<file path="src/rtl/addition_normalizer_pipe.sv">
// Two-stage normaliser between mantissa addition and rounding: stage 1 captures the sum and
// its leading-zero count, stage 2 shifts, adjusts the exponent and raises overflow/underflow/zero.
module addition_normalizer_pipe #(
  parameter int MENT_WIDTH = 23,
  parameter int EXPO_WIDTH = 8
) (
  input  logic                  clk_in,
  input  logic                  rst_n_in,
  input  logic                  valid_in,
  output logic                  ready_in,
  input  logic                  sign_in,
  input  logic [EXPO_WIDTH-1:0] bigger_exponent_in,
  input  logic [MENT_WIDTH+4:0] sum_in,
  output logic                  valid_out,
  input  logic                  ready_out,
  output logic                  sign_out,
  output logic [MENT_WIDTH-1:0] normalized_mentissa_out,
  output logic [EXPO_WIDTH-1:0] normalized_exponent_out,
  output logic [2:0]            grs_out,
  output logic                  overflow_out,
  output logic                  underflow_out,
  output logic                  zero_out
);

  localparam int SUM_W = MENT_WIDTH + 5;
  localparam int LZC_W = $clog2(SUM_W);

  typedef struct packed {
    logic [MENT_WIDTH-1:0] mant;
    logic [EXPO_WIDTH-1:0] expo;
    logic [2:0]            grs;
    logic                  ovf;
    logic                  unf;
    logic                  zero;
  } norm_t;

  // Zeros counted from the hidden-bit position down; an all-zero vector gives SUM_W-1.
  function automatic logic [LZC_W-1:0] count_lz(input logic [SUM_W-1:0] sum);
    logic [LZC_W-1:0] n;
    logic             found;
    n     = '0;
    found = 1'b0;
    for (int i = SUM_W - 2; i >= 0; i--) begin
      if (!found) begin
        if (sum[i]) found = 1'b1;
        else        n = n + LZC_W'(1);
      end
    end
    return n;
  endfunction

  function automatic norm_t normalize(input logic [EXPO_WIDTH-1:0] expo,
                                      input logic [SUM_W-1:0]      sum,
                                      input logic                  carry,
                                      input logic [LZC_W-1:0]      lzc);
    norm_t                 r;
    logic [SUM_W-1:0]      sh;
    logic [EXPO_WIDTH-1:0] e_inc;
    r     = '0;
    sh    = '0;
    e_inc = expo + EXPO_WIDTH'(1);
    if (&expo) begin
      // Inf/NaN operand: fraction payload passes untouched.
      r.expo = expo;
      r.mant = sum[SUM_W-3:3];
    end else if (carry) begin
      if (&e_inc) begin
        r.ovf  = 1'b1;
        r.expo = '1;
      end else begin
        sh     = sum >> 1;
        r.mant = sh[SUM_W-3:3];
        r.expo = e_inc;
        r.grs  = {sum[3], sum[2], sum[1] | sum[0]};
      end
    end else if (sum == '0) begin
      r.zero = 1'b1;
    end else if (32'(expo) <= 32'(lzc)) begin
      // No subnormals: anything that would need one is flushed.
      r.unf = 1'b1;
    end else begin
      sh     = sum << lzc;
      r.mant = sh[SUM_W-3:3];
      r.grs  = sh[2:0];
      r.expo = expo - EXPO_WIDTH'(lzc);
    end
    return r;
  endfunction

  logic                  w_en1;
  logic                  w_en2;
  logic [LZC_W-1:0]      w_lzc;
  norm_t                 w_norm;

  logic                  r_vld_p1;
  logic                  r_sign_p1;
  logic [EXPO_WIDTH-1:0] r_exp_p1;
  logic [SUM_W-1:0]      r_sum_p1;
  logic                  r_carry_p1;
  logic [LZC_W-1:0]      r_lzc_p1;

  logic                  r_vld_p2;
  logic                  r_sign_p2;
  logic [MENT_WIDTH-1:0] r_mant_p2;
  logic [EXPO_WIDTH-1:0] r_exp_p2;
  logic [2:0]            r_grs_p2;
  logic                  r_ovf_p2;
  logic                  r_unf_p2;
  logic                  r_zero_p2;

  assign w_en2    = ~r_vld_p2 | ready_out;
  assign w_en1    = ~r_vld_p1 | w_en2;
  assign ready_in = w_en1;
  assign w_lzc    = count_lz(sum_in);
  assign w_norm   = normalize(r_exp_p1, r_sum_p1, r_carry_p1, r_lzc_p1);

  // Stage 1: capture beat and leading-zero count
  always_ff @(posedge clk_in or negedge rst_n_in) begin
    if (!rst_n_in) begin
      r_vld_p1   <= 1'b0;
      r_sign_p1  <= 1'b0;
      r_exp_p1   <= '0;
      r_sum_p1   <= '0;
      r_carry_p1 <= 1'b0;
      r_lzc_p1   <= '0;
    end else if (w_en1) begin
      r_vld_p1 <= valid_in;
      if (valid_in) begin
        r_sign_p1  <= sign_in;
        r_exp_p1   <= bigger_exponent_in;
        r_sum_p1   <= sum_in;
        r_carry_p1 <= sum_in[SUM_W-1];
        r_lzc_p1   <= w_lzc;
      end
    end
  end

  // Stage 2: shifted mantissa, adjusted exponent and flags
  always_ff @(posedge clk_in or negedge rst_n_in) begin
    if (!rst_n_in) begin
      r_vld_p2  <= 1'b0;
      r_sign_p2 <= 1'b0;
      r_mant_p2 <= '0;
      r_exp_p2  <= '0;
      r_grs_p2  <= '0;
      r_ovf_p2  <= 1'b0;
      r_unf_p2  <= 1'b0;
      r_zero_p2 <= 1'b0;
    end else if (w_en2) begin
      r_vld_p2 <= r_vld_p1;
      if (r_vld_p1) begin
        r_sign_p2 <= r_sign_p1;
        r_mant_p2 <= w_norm.mant;
        r_exp_p2  <= w_norm.expo;
        r_grs_p2  <= w_norm.grs;
        r_ovf_p2  <= w_norm.ovf;
        r_unf_p2  <= w_norm.unf;
        r_zero_p2 <= w_norm.zero;
      end
    end
  end

  assign valid_out               = r_vld_p2;
  assign sign_out                = r_sign_p2;
  assign normalized_mentissa_out = r_mant_p2;
  assign normalized_exponent_out = r_exp_p2;
  assign grs_out                 = r_grs_p2;
  assign overflow_out            = r_ovf_p2;
  assign underflow_out           = r_unf_p2;
  assign zero_out                = r_zero_p2;

endmodule

</file>
<file path="config.mk">
export PLATFORM = sky130hd
export DESIGN_NAME = addition_normalizer_pipe
export DESIGN_NICKNAME = d
export VERILOG_FILES = /design/src/rtl/addition_normalizer_pipe.sv
export SDC_FILE = /design/constraint.sdc
export NUM_CORES = 1
export LEC_CHECK = 0
export CAP_MARGIN = 20
export CORE_ASPECT_RATIO = 1.2
export CORE_MARGIN = 5
export CORE_UTILIZATION = 50
export DETAILED_ROUTE_END_ITERATION = 7
export GPL_ROUTABILITY_DRIVEN = 0
export GPL_TIMING_DRIVEN = 0
export PLACE_DENSITY = 0.78
export SLEW_MARGIN = 20
export SYNTH_ARGS = -nofsm -noshare
export SYNTH_HDL_FRONTEND = slang
export SYNTH_SLANG_ARGS = --single-unit
</file>
<file path="constraint.sdc">
create_clock -name clk_in -period 2.9 [get_ports clk_in]
set_clock_uncertainty 0.1 [all_clocks]
set_input_delay 0.725 -clock clk_in [delete_from_list [all_inputs] [get_ports clk_in]]
set_output_delay 0.725 -clock clk_in [all_outputs]
set_load 0.02 [all_outputs]
</file>
* After elaboration in Yosys (flattened, before gate mapping) *
Cells that the tools add are included.

operators by class
  reduce and logical (&&, ||, !) cells = 5
  add/sub/neg operators = 28
  order comparisons = 1
  shift operators = 1
  bitwise logic cells = 5
  multiplexer cells = 118

operator list
  cell                   number
  $mux W5                52
  $add A5 B1 Y5 const B  26
  $mux W34               3
  $mux W1                57
  $mux W31               1
  $logic_not A28 Y1      1
  $shl A28 B5 Y26        1
  $mux W23               1
  $reduce_and A8 Y1      2
  $add A8 B1 Y8 const B  1
  $le A8 B5 Y1           1
  $mux W8                1
  $sub A8 B5 Y8          1
  $mux W6                1
  $reduce_and A2 Y1      2
  $mux W3                1
  $or A1 B1 Y1           3
  $mux W2                1
  $not A1 Y1             2

storage, ports and cells
  flip-flop bits (word level) = 83
  output and inout bits = 40
  input bits = 41
  word-level logic and storage cells = 172

* Depth between registers and ports, before layout *
Gate-level depths: netlist of run 1.

  depth after elaboration = 79
  gate-level depth with buffers = 61
  depth with buffers taken out = 61

* Least setup slack after synthesis of run 1 *
OpenSTA, ideal clock, no wires.

  path kind = input-to-reg
  start point = input sum_in[24]
  end point = register r_lzc_p1[4]
  setup slack = -7832 ps
  path buffers = 1
  stages on the path = 57
  arrival = 10555 ps
  cell sequence = nor4_1 nor2_1 ha_1 nand3b_1 a21boi_0 a21oi_1 a32o_1 or2_2 a21oi_1 ha_1 a211oi_1 xor2_1 o211ai_1 nand2_1 ha_1 mux2i_1 mux2_2 ha_1 (+21 left out) nor2_1 a211oi_1 a211oi_1 a21o_1 ha_1 and3_1 and3_1 clkbuf_1 nand2_1 a2111oi_0 a21oi_1 nand4_1 o31ai_1 a21boi_0 xnor2_1 mux2i_1 xnor3_1 o21ai_1

between the ends
  word-level cells in the longest chain between the ends = 74

ends and longest elaborated chain
  what                    RTL line  source
  start: declaration      13        input logic [MENT_WIDTH+4:0] sum_in,
  $mux W5                 45        if (sum[i]) found = 1'b1;
  $mux W5                 44        if (!found) begin
  $add A5 B1 Y5           46        else n = n + LZC_W'(1);
  $mux W5                 45
  $mux W5                 44
  $add A5 B1 Y5           46
  $mux W5                 45
  $mux W5                 44
  (+58 left out)          n/a
  $mux W5                 45
  $mux W5                 44
  $add A5 B1 Y5           46
  $mux W5                 45
  $mux W5                 44
  $add A5 B1 Y5           46
  $mux W5                 45
  $mux W5 *               44
  end signal: assignment  133       r_lzc_p1 <= w_lzc;
  end: declaration        100       logic [LZC_W-1:0] r_lzc_p1;

Every way passes the cells marked *; elsewhere a longest branch is shown, timed or not.
A chain may end at the register's enable or synchronous reset.

* Worst setup path in the final report of run 1 *
  start point = input sum_in[23]
  end point = register r_lzc_p1[4]

between the ends
  word-level cells in the longest chain between the ends = 71

ends and longest elaborated chain
  what            RTL line
  $mux W5         45
  $mux W5         44
  $add A5 B1 Y5   46
  $mux W5         45
  $mux W5         44
  $add A5 B1 Y5   46
  $mux W5         45
  $mux W5         44
  (+55 left out)  n/a
  $mux W5         45
  $mux W5         44
  $add A5 B1 Y5   46
  $mux W5         45
  $mux W5         44
  $add A5 B1 Y5   46
  $mux W5         45
  $mux W5 *       44

Marks and branches as above.

==> impl_metrics.ini, run 1 <==
[run_status]
outcome = finished, violations left
violations = setup timing

[synth]
syn_area_um2 = 8440
synth_flop_cell = dfrtp_1
synthesis.nets = 1127
synth-async-reset-ratio_pct = 100
ys_ff_latch = 82
ys_warn_count = 0
ys_types = 79
synth-edff-count = 0
syn_inst = 1055
yosysTopAreaCell = dfrtp_1
synth_top_area_share_pct = 24.3
netlist_top_cells_area = dfrtp_1 24%, nand2_1 6.3%, o21ai_0 5.5%
seq_area_frac_synth_pct = 24.3
syn_avg_cell_area_um2 = 8.00

[critical_path]
timing.critical_path.mode_cell = ha_4
r2r_cells = 13
max_stage_delay_ns = 0.34
r2r_slack_ns = -0.02
timing.rr.start = r_lzc_p1[0]
start_kind = input port
crit_path_end_kind = register
crit_type = in2reg
r2r-end = normalized_exponent_out[6]
arrival_ns = 11.26
cp_max_fo = 5
cp.required_ns = 3.07
cp_slowest_cell = o31ai_1

[die]
die_y_um = 152
initial_utilization_pct = 50.5
core_um2 = 16700
die_area_um2 = 19600
fp.dieW_um = 129
num_rows = 52
io_pins = 81

[global_route]
grt_pass1_wl_um = 44300
grt-ovfl-total = 0
antenna_found_initial = 0
grt_max_degree = 61
grtUsageTotal_pct = 27.2
grt_pass1_vias = 9059

[route]
drtIter0Drc = 944
firstDrtPassIters = 6
drt-vias-per-instance = 6.42
routedWlPerCell_um = 19.6
vias = 9338
route.detailed.drc = 0
ant_nets = 0
drt_wl_total_um = 28500

[clock_network]
cts_max_path_buffers = 2
postCtsHoldBufs = 0
path_clk_slew_ns = 0.06
clk_latency_ns = 0.35
cts_sinks = 82
cts-root-buf = clkbuf_16
cts_max_level = 3
cts_made_buffers = 9
cts_tree = yes

[layout]
area_growth_pct = 36.3
design_area_um2 = 11500
drive_above_1_share_pct = 26.7
antenna_cells = 0
nets = 1305
finish.utilization_pct = 68.8

[timing]
worst_pin_slew_ns = 0.785
timing.hold.ws_ns = 0.172
finalSetupTns_ns = -35.30
setup_viol = 8
setup_ws_ns = -8.19
rsz0062_at_grt = true
hold_viol_final = 0
finalCritPeriodShare_pct = 382
period_minus_slack_ns = 11.09
fmax_mhz = 90.2
slew_violations = 0
relSlewSlack_pct = 47.7

[placement]
numPortBuffers = 77
placed_area_um2 = 9700
post-dp-hpwl_um = 19200
place_ws_ns = -9.26

[run]
drv_cap = 0

[min_path]
hold_path.class = in2async

[pwr]
leakage_nw = 4.67
powerDensity_nw_per_um2 = 460
ir_worst_vdd_mv = 0.259
-- worst max path at each step --
stage,from,to,slack [ns]
3_3_place_gp,sum_in[25],r_lzc_p1[4],-9.15
6_report,sum_in[23],r_lzc_p1[4],-8.19
3_5_place_dp,sum_in[26],r_lzc_p1[4],-9.26
5_1_grt,sum_in[23],r_lzc_p1[4],-8.61
2_1_floorplan,sum_in[26],r_lzc_p1[4],-7.22
4_1_cts,sum_in[24],r_lzc_p1[4],-7.68
-- stage by stage --
step           cells  power [mW]
2_1_floorplan   1055        2.87
3_3_place_gp    1348        3.59
3_5_place_dp    1349        3.65
4_1_cts         1436        5.10
5_1_grt         1454        5.55
6_report        1454        5.30
-- synthesized netlist by cell type (12+ instances only) --
library cell	n
dfrtp_1	82
nor2b_1	22
ha_1	30
mux2i_1	37
mux2_2	37
nand2_1	142
nor3_1	20
nor2_1	82
nand3_1	21
a21oi_1	54
mux4_2	13
a211oi_1	15
clkbuf_1	58
nand2b_1	14
nor4_1	20
xor2_1	16
or3_1	12
a221o_1	13
o21ai_0	93
o31ai_1	14
xnor2_1	32
a221oi_1	16
inv_1	32
-- state kept, by name, indices dropped and copies added, names as in the netlist --
signal	flops
r_vld_p1	1
zero_out	1
sign_out	1
normalized_mentissa_out	23
valid_out	1
r_exp_p1	8
normalized_exponent_out	8
r_sum_p1	28
underflow_out	1
r_lzc_p1	5
r_sign_p1	1
grs_out	3
overflow_out	1
-- routing by layer --
metal	GRT usage, %	vias to the layer above	share of wire (%)
met4	16.7	0	7.1
li1	-	4230	-
met1	32.0	4384	37
met3	3.58	185	6.7
met2	46.5	539	49
met5	0	-	0
-- layout by cell type (no fill, tap or decap), types with 21 or more instances in the layout --
cell type and instances:
buf_6 38, clkdlybuf4s50_1 65, nand2_1 134, nor2b_1 21, xnor2_1 30, dfrtp_1 79, mux2_2 36, buf_4 64
mux2i_1 35, clkbuf_1 42, o21ai_1 24, o21ai_0 67, inv_1 27, a21oi_1 45, nor2_1 70
-- area by class of cell --
class                           count  area [µm²]
Tap cell                          216         270
Timing Repair Buffer              173        1650
Clock buffer                       10         239
Inverter                           35         140
Clock inverter                      6        90.1
Fill cell                        1216        5210
Multi-Input combinational cell    867        6710
Buffer                             65         350
Sequential cell                    82        2060
-- kinds of logic (layout without fill, tap and decap cells) --
logic type	Yosys count	in the layout	synth area share, %
adder cells (fa/ha/maj)	36	36	5.27
AO/OA/AOI/OAI	296	296	22.8
AND/OR/NAND/NOR	389	389	22.3
XOR/XNOR	59	59	7.63
multiplexers	87	87	12.8
flip-flops	82	82	24.3
buffers and inverters	106	289	4.93
-- report_power, final --
group	internal [mW]	switching [mW]	total, mW	leakage [nW]
combinational	1.17	1.25	2.42	3.52
sequential	1.37	0.257	1.63	0.997
clock	0.779	0.473	1.25	0.159
-- timing repair --
item	CTS	global route
gates cloned	1	0
endpoints found under the hold margin	0	0
pin swaps	60	53
endpoints found under the setup margin	38	37
setup buffers	74	20
resized for setup	170	76
-- critical path, delay by kind of cell --
| family | cells | cell delay, ns |
|---|---|---|
| adder cells (fa/ha/maj) | 9 | 2.27 |
| AND/OR/NAND/NOR | 13 | 2.15 |
| AO/OA/AOI/OAI | 21 | 3.75 |
| XOR/XNOR | 4 | 0.64 |
| buffers and inverters | 5 | 0.60 |
| multiplexers | 6 | 1.09 |
Power figures use the tool's default switching activity.
==> run 2, diff against run 1 <==
CELL_PAD_IN_SITES_DETAIL_PLACEMENT = 0   (was default)
CELL_PAD_IN_SITES_GLOBAL_PLACEMENT = 1   (was default)
CORE_UTILIZATION = 40   (was 50)
CTS_CLUSTER_SIZE = 28   (was default)
PLACE_DENSITY = 0.82   (was 0.78)
==> run 2 against run 1 <==
  * The run still ends with setup timing left
  * Sequential share of layout area grew 0.41 points
  * Clock-buffer cell count is 1 lower
  * Largest cell class unchanged
  * Via count fell by 6.5%
==> impl_metrics.ini, run 2 (synthesized netlist as in run 1, its figures left out) <==
[route]
ant_nets = 0
firstDrtPassIters = 5
routedWlPerCell_um = 18.4
route.detailed.drc = 0
drt_wl_total_um = 27200
drtIter0Drc = 769
vias = 8734
drt-vias-per-instance = 5.90

[layout]
drive_above_1_share_pct = 25.6
multi_input_area_um2 = 6750
nets = 1278
final_common_cell = nand2_1
final_cell_mix = 134 x nand2_1, 78 x dfrtp_1, 71 x nor2_1, 68 x o21ai_0, 66 x buf_4
final_cells = 1481
fill_cells = 1935
antenna_cells = 0
largest_reg_flops = 28
finish.utilization_pct = 53.9
register_area_um2 = 2060
area_growth_pct = 33.4
regMostFlops = r_sum_p1

[timing]
setup_viol = 12
rsz0062_at_grt = true
finalCritPeriodShare_pct = 371
timing.hold.ws_ns = 0.246
relSlewSlack_pct = 37.2
worst_pin_slew_ns = 0.942
period_minus_slack_ns = 10.77
setup_ws_ns = -7.87
hold_viol_final = 0
fmax_mhz = 92.9
slew_violations = 0

[global_route]
grt_pass1_vias = 8350
antenna_found_initial = 0
grt-ovfl-total = 0
grtUsageTotal_pct = 22.0
grt_pass1_wl_um = 43700
grt_max_degree = 44

[die]
core_um2 = 20900
io_pins = 81
num_rows = 58
fp.dieW_um = 143
initial_utilization_pct = 40.4
die_y_um = 169
die_area_um2 = 24100

[clock_network]
cts-root-buf = clkbuf_16
path_clk_slew_ns = 0.06
cts_max_level = 3
cts_made_buffers = 9
cts_sinks = 82
clk_latency_ns = 0.34
cts_tree = yes
postCtsHoldBufs = 0
cts_max_path_buffers = 2

[pwr]
switching_share_pct = 38.9
p_sw_mw = 1.99
totalPowerFinal_mw = 5.12
pwr-share-comb_pct = 47.3
powerDensity_nw_per_um2 = 454
ir_worst_vdd_mv = 0.348
internal_power_mw = 3.13
p_clk_share_pct = 20.8
leakage_nw = 4.47
p_seq_share_pct = 31.9

[critical_path]
r2r_cells = 13
cp_max_fo = 9
timing.rr.start = r_lzc_p1[0]
crit_type = in2reg
r2r_slack_ns = -0.05
start_kind = input port
arrival_ns = 10.94
cp.required_ns = 3.07
crit_path_end_kind = register
max_stage_delay_ns = 0.52
cp_slowest_cell = or4_1
r2r-end = normalized_mentissa_out[21]

[run_status]
outcome = finished, violations left
violations = setup timing

[placement]
numPortBuffers = 77
dp_cells = 1403
place_ws_ns = -9.34
post-dp-hpwl_um = 20600

[run]
drv_cap = 0

[min_path]
hold_path.class = in2async
-- run 2: cell types whose count changed in the layout (fill, tap and decap cells not counted), moves of 3 or more --
cell	previous run	this run
clkinvlp_4	1	5
a21oi_2	7	10
buf_2	2	6
dlygate4sd2_1	7	3
buf_6	38	9
nor4_1	9	12
nor4_2	8	4
a221oi_1	10	5
a221oi_4	1	6
-- run 2: worst max path at each step --
stage / start / endpoint / cells after the start
finish: sum_in[23] / r_lzc_p1[4] / 54
global route: sum_in[25] / r_lzc_p1[4] / 59
CTS: sum_in[26] / r_lzc_p1[4] / 57
detailed placement: sum_in[26] / r_lzc_p1[4] / 60
global placement: sum_in[26] / r_lzc_p1[4] / 55
floorplan: sum_in[26] / r_lzc_p1[4] / 60
-- run 2: routing by layer --
metal | up-vias | track usage (%) | part of all wire [%]
li1 | 4184 | - | -
met1 | 4158 | 27.0 | 40
met2 | 313 | 39.8 | 52
met3 | 79 | 1.92 | 4.5
met4 | 0 | 8.19 | 3.7
met5 | - | 0 | 0
-- run 2: repair_timing --
action | CTS | global route
buffers inserted | 41 | 24
setup endpoints to repair | 38 | 37
pin swaps | 55 | 84
gates cloned | 2 | 0
gates resized for setup | 143 | 91
-- run 2: power groups by stage --
stage	logic, mW	clock network (mW)	registers [mW]
after floorplan	1.14	0	1.73
after global placement	2.03	0	1.63
after detailed placement	2.04	0	1.64
after CTS	2.24	1.08	1.62
after global routing	2.62	1.13	1.66
final	2.42	1.07	1.63
-- run 2: area by class of cell --
class | instances | share of cell area, %
inverter | 35 | 1.29
buffer | 66 | 3.40
timing repair buffer | 145 | 11.6
clock inverter | 7 | 0.489
clock buffer | 9 | 2.00
sequential | 82 | 18.3
tap | 270 | 3.00
multi-input combinational | 867 | 60.0
-- run 2: stage by stage --
| step | area, µm² | TNS [ns] |
|---|---|---|
| 3_5_place_dp | 9760 | -54.18 |
| 2_1_floorplan | 8630 | -28.19 |
| 4_1_cts | 10700 | -30.40 |
| 5_1_grt | 11300 | -35.03 |
| 6_report | 11300 | -31.14 |
| 3_3_place_gp | 9740 | -205.44 |
-- run 2: worst max-delay path, delay by kind of cell --
family / cells / cell delay, ns
buf+inv: 4 / 0.61
xor+xnor: 5 / 0.87
simple gates: 16 / 2.78
mux: 6 / 1.04
fa+ha+maj: 6 / 1.76
compound gates: 17 / 3.16
==> run 3, diff against run 2 <==
GPL_TIMING_DRIVEN = default   (was 0)
==> run 3 against run 2 <==
  * The flow still finishes with violations (setup timing)
  * Critical path depth increased by 7
  * Routed wire length increased by 1.3%
  * Sequential share of layout area decreased by 1.9 points
  * Combinational power increased by 5%
  * Fmax increased by 4.0%
  * Worst setup slack improved by 0.41 ns
  * First-iteration DRC count decreased by 28%
  * Total power increased by 3.7%
  * Largest power group unchanged
  * Highest routed layer unchanged
==> impl_metrics.ini, run 3 (synthesized netlist as in run 1, its figures left out) <==
[die]
fp.dieW_um = 143
die_area_um2 = 24100
die_y_um = 169
io_pins = 81
core_um2 = 20900
num_rows = 58
initial_utilization_pct = 40.4

[timing]
rsz0062_at_grt = true
period_minus_slack_ns = 10.36
setup_ws_ns = -7.46
fmax_mhz = 96.5
finalCritPeriodShare_pct = 357
setup_viol = 5
worst_pin_slew_ns = 0.628
slew_violations = 0
relSlewSlack_pct = 57.7
timing.hold.ws_ns = 0.234
hold_viol_final = 0

[clock_network]
clk_latency_ns = 0.35
cts-root-buf = clkbuf_16
cts_max_level = 3
postCtsHoldBufs = 0
path_clk_slew_ns = 0.07
cts_max_path_buffers = 2
cts_tree = yes
cts_made_buffers = 9
cts_sinks = 82

[run]
drv_cap = 0

[global_route]
grtUsageTotal_pct = 22.3
grt_pass1_wl_um = 44600
grt_pass1_vias = 8949
grt_max_degree = 47
antenna_found_initial = 0
grt-ovfl-total = 0

[critical_path]
crit_buf_inv = 8
cp_max_fo = 8
crit_path_end_kind = register
crit_type = in2reg
timing.critical_path.mode_cell = ha_4
start_kind = input port
arrival_ns = 10.53
critPathTopFamily = compound AO/OA/AOI/OAI gates
cp_slowest_cell = ha_1
cp.required_ns = 3.07
max_stage_delay_ns = 0.32

[run_status]
outcome = finished, violations left
violations = setup timing

[route]
vias = 9241
firstDrtPassIters = 8
drtIter0Drc = 554
routedWlPerCell_um = 16.8
route.detailed.drc = 0
ant_nets = 0
drt_wl_total_um = 27600
drt-vias-per-instance = 5.62

[placement]
placed_area_um2 = 11400
numPortBuffers = 80
post-dp-hpwl_um = 21400

[pwr]
p_sw_mw = 1.98
ir_worst_vdd_mv = 0.458
pwr-share-comb_pct = 47.8
leakage_nw = 5.48
p_seq_share_pct = 29.8
internal_power_mw = 3.33
switching_share_pct = 37.3
powerDensity_nw_per_um2 = 423
p_clk_share_pct = 22.4

[layout]
regMostFlops = r_sum_p1
antenna_cells = 0
fill_cells = 1872
final_common_cell = buf_4
register_area_um2 = 2050
final_cell_mix = 268 x buf_4, 134 x nand2_1, 81 x dfrtp_1, 75 x nor2_1, 69 x clkdlybuf4s50_1
nets = 1441
multi_input_area_um2 = 6580
area_growth_pct = 48.6
drive_above_1_share_pct = 35.7
finish.utilization_pct = 60.1
design_area_um2 = 12600
largest_reg_flops = 28

[min_path]
hold_path.class = in2async
## run 3: final timing paths
| kind | from | end | slack, ns | cells after the start |
|---|---|---|---|---|
| max | sum_in[25] | r_lzc_p1[2] | -7.46 | 61 |
| min | rst_n_in | r_exp_p1[0] | 0.23 | 1 |
| max reg2reg | r_exp_p1[0] | grs_out[2] | 0.03 | 14 |
| min reg2reg | normalized_exponent_out[3] | normalized_exponent_out[3] | 0.38 | 2 |
| max in group asynchronous | rst_n_in | r_lzc_p1[0] | 1.83 | 2 |
| min in group clk_in | normalized_exponent_out[3] | normalized_exponent_out[3] | 0.38 | 2 |
## run 3: layer usage
metal	GRT usage, %	share of wire (%)
met2	39.6	52
met5	0	0
met4	8.23	3.1
met1	28.1	42
met3	1.75	3.5
## run 3: power by group through the flow
stage / Combinational [mW] / Clock (mW) / Sequential, mW
after detailed placement: 2.32 / 0 / 1.60
after CTS: 2.39 / 1.21 / 1.58
after global placement: 2.29 / 0 / 1.59
after global routing: 2.75 / 1.25 / 1.62
final: 2.54 / 1.19 / 1.58
after floorplan: 1.14 / 0 / 1.73
## run 3: cell type report
type / count / area share, %
tap: 270 / 2.69
inverter: 35 / 1.06
timing repair buffer: 374 / 25.0
clock buffer: 9 / 1.79
sequential: 82 / 16.4
multi-input combinational: 867 / 52.4
clock inverter: 7 / 0.668
## run 3: worst reg2reg max path: cells and delay by family, from the launching register on
kind / cells / cell delay (ns)
buf+inv: 3 / 0.24
simple gates: 3 / 0.37
compound gates: 6 / 1.17
fa+ha+maj: 2 / 0.48
flops: 1 / 0.40
## run 3: what timing repair did
item                                    in CTS  in global routing
hold endpoints to repair                     0                  0
pin swaps                                   58                 52
setup buffers                               28                 12
gates resized for setup                     94                 89
endpoints found under the setup margin      32                 36
## run 3: stage by stage
stage / power (mW) / setup TNS, ns / instances / setup WS, ns
global placement: 3.88 / -33.98 / 1589 / -8.10
global route: 5.62 / -34.25 / 1644 / -8.19
finish: 5.31 / -30.22 / 1644 / -7.46
CTS: 5.18 / -30.13 / 1633 / -7.47
detailed placement: 3.92 / -35.74 / 1589 / -8.51
floorplan: 2.87 / -28.19 / 1055 / -7.22
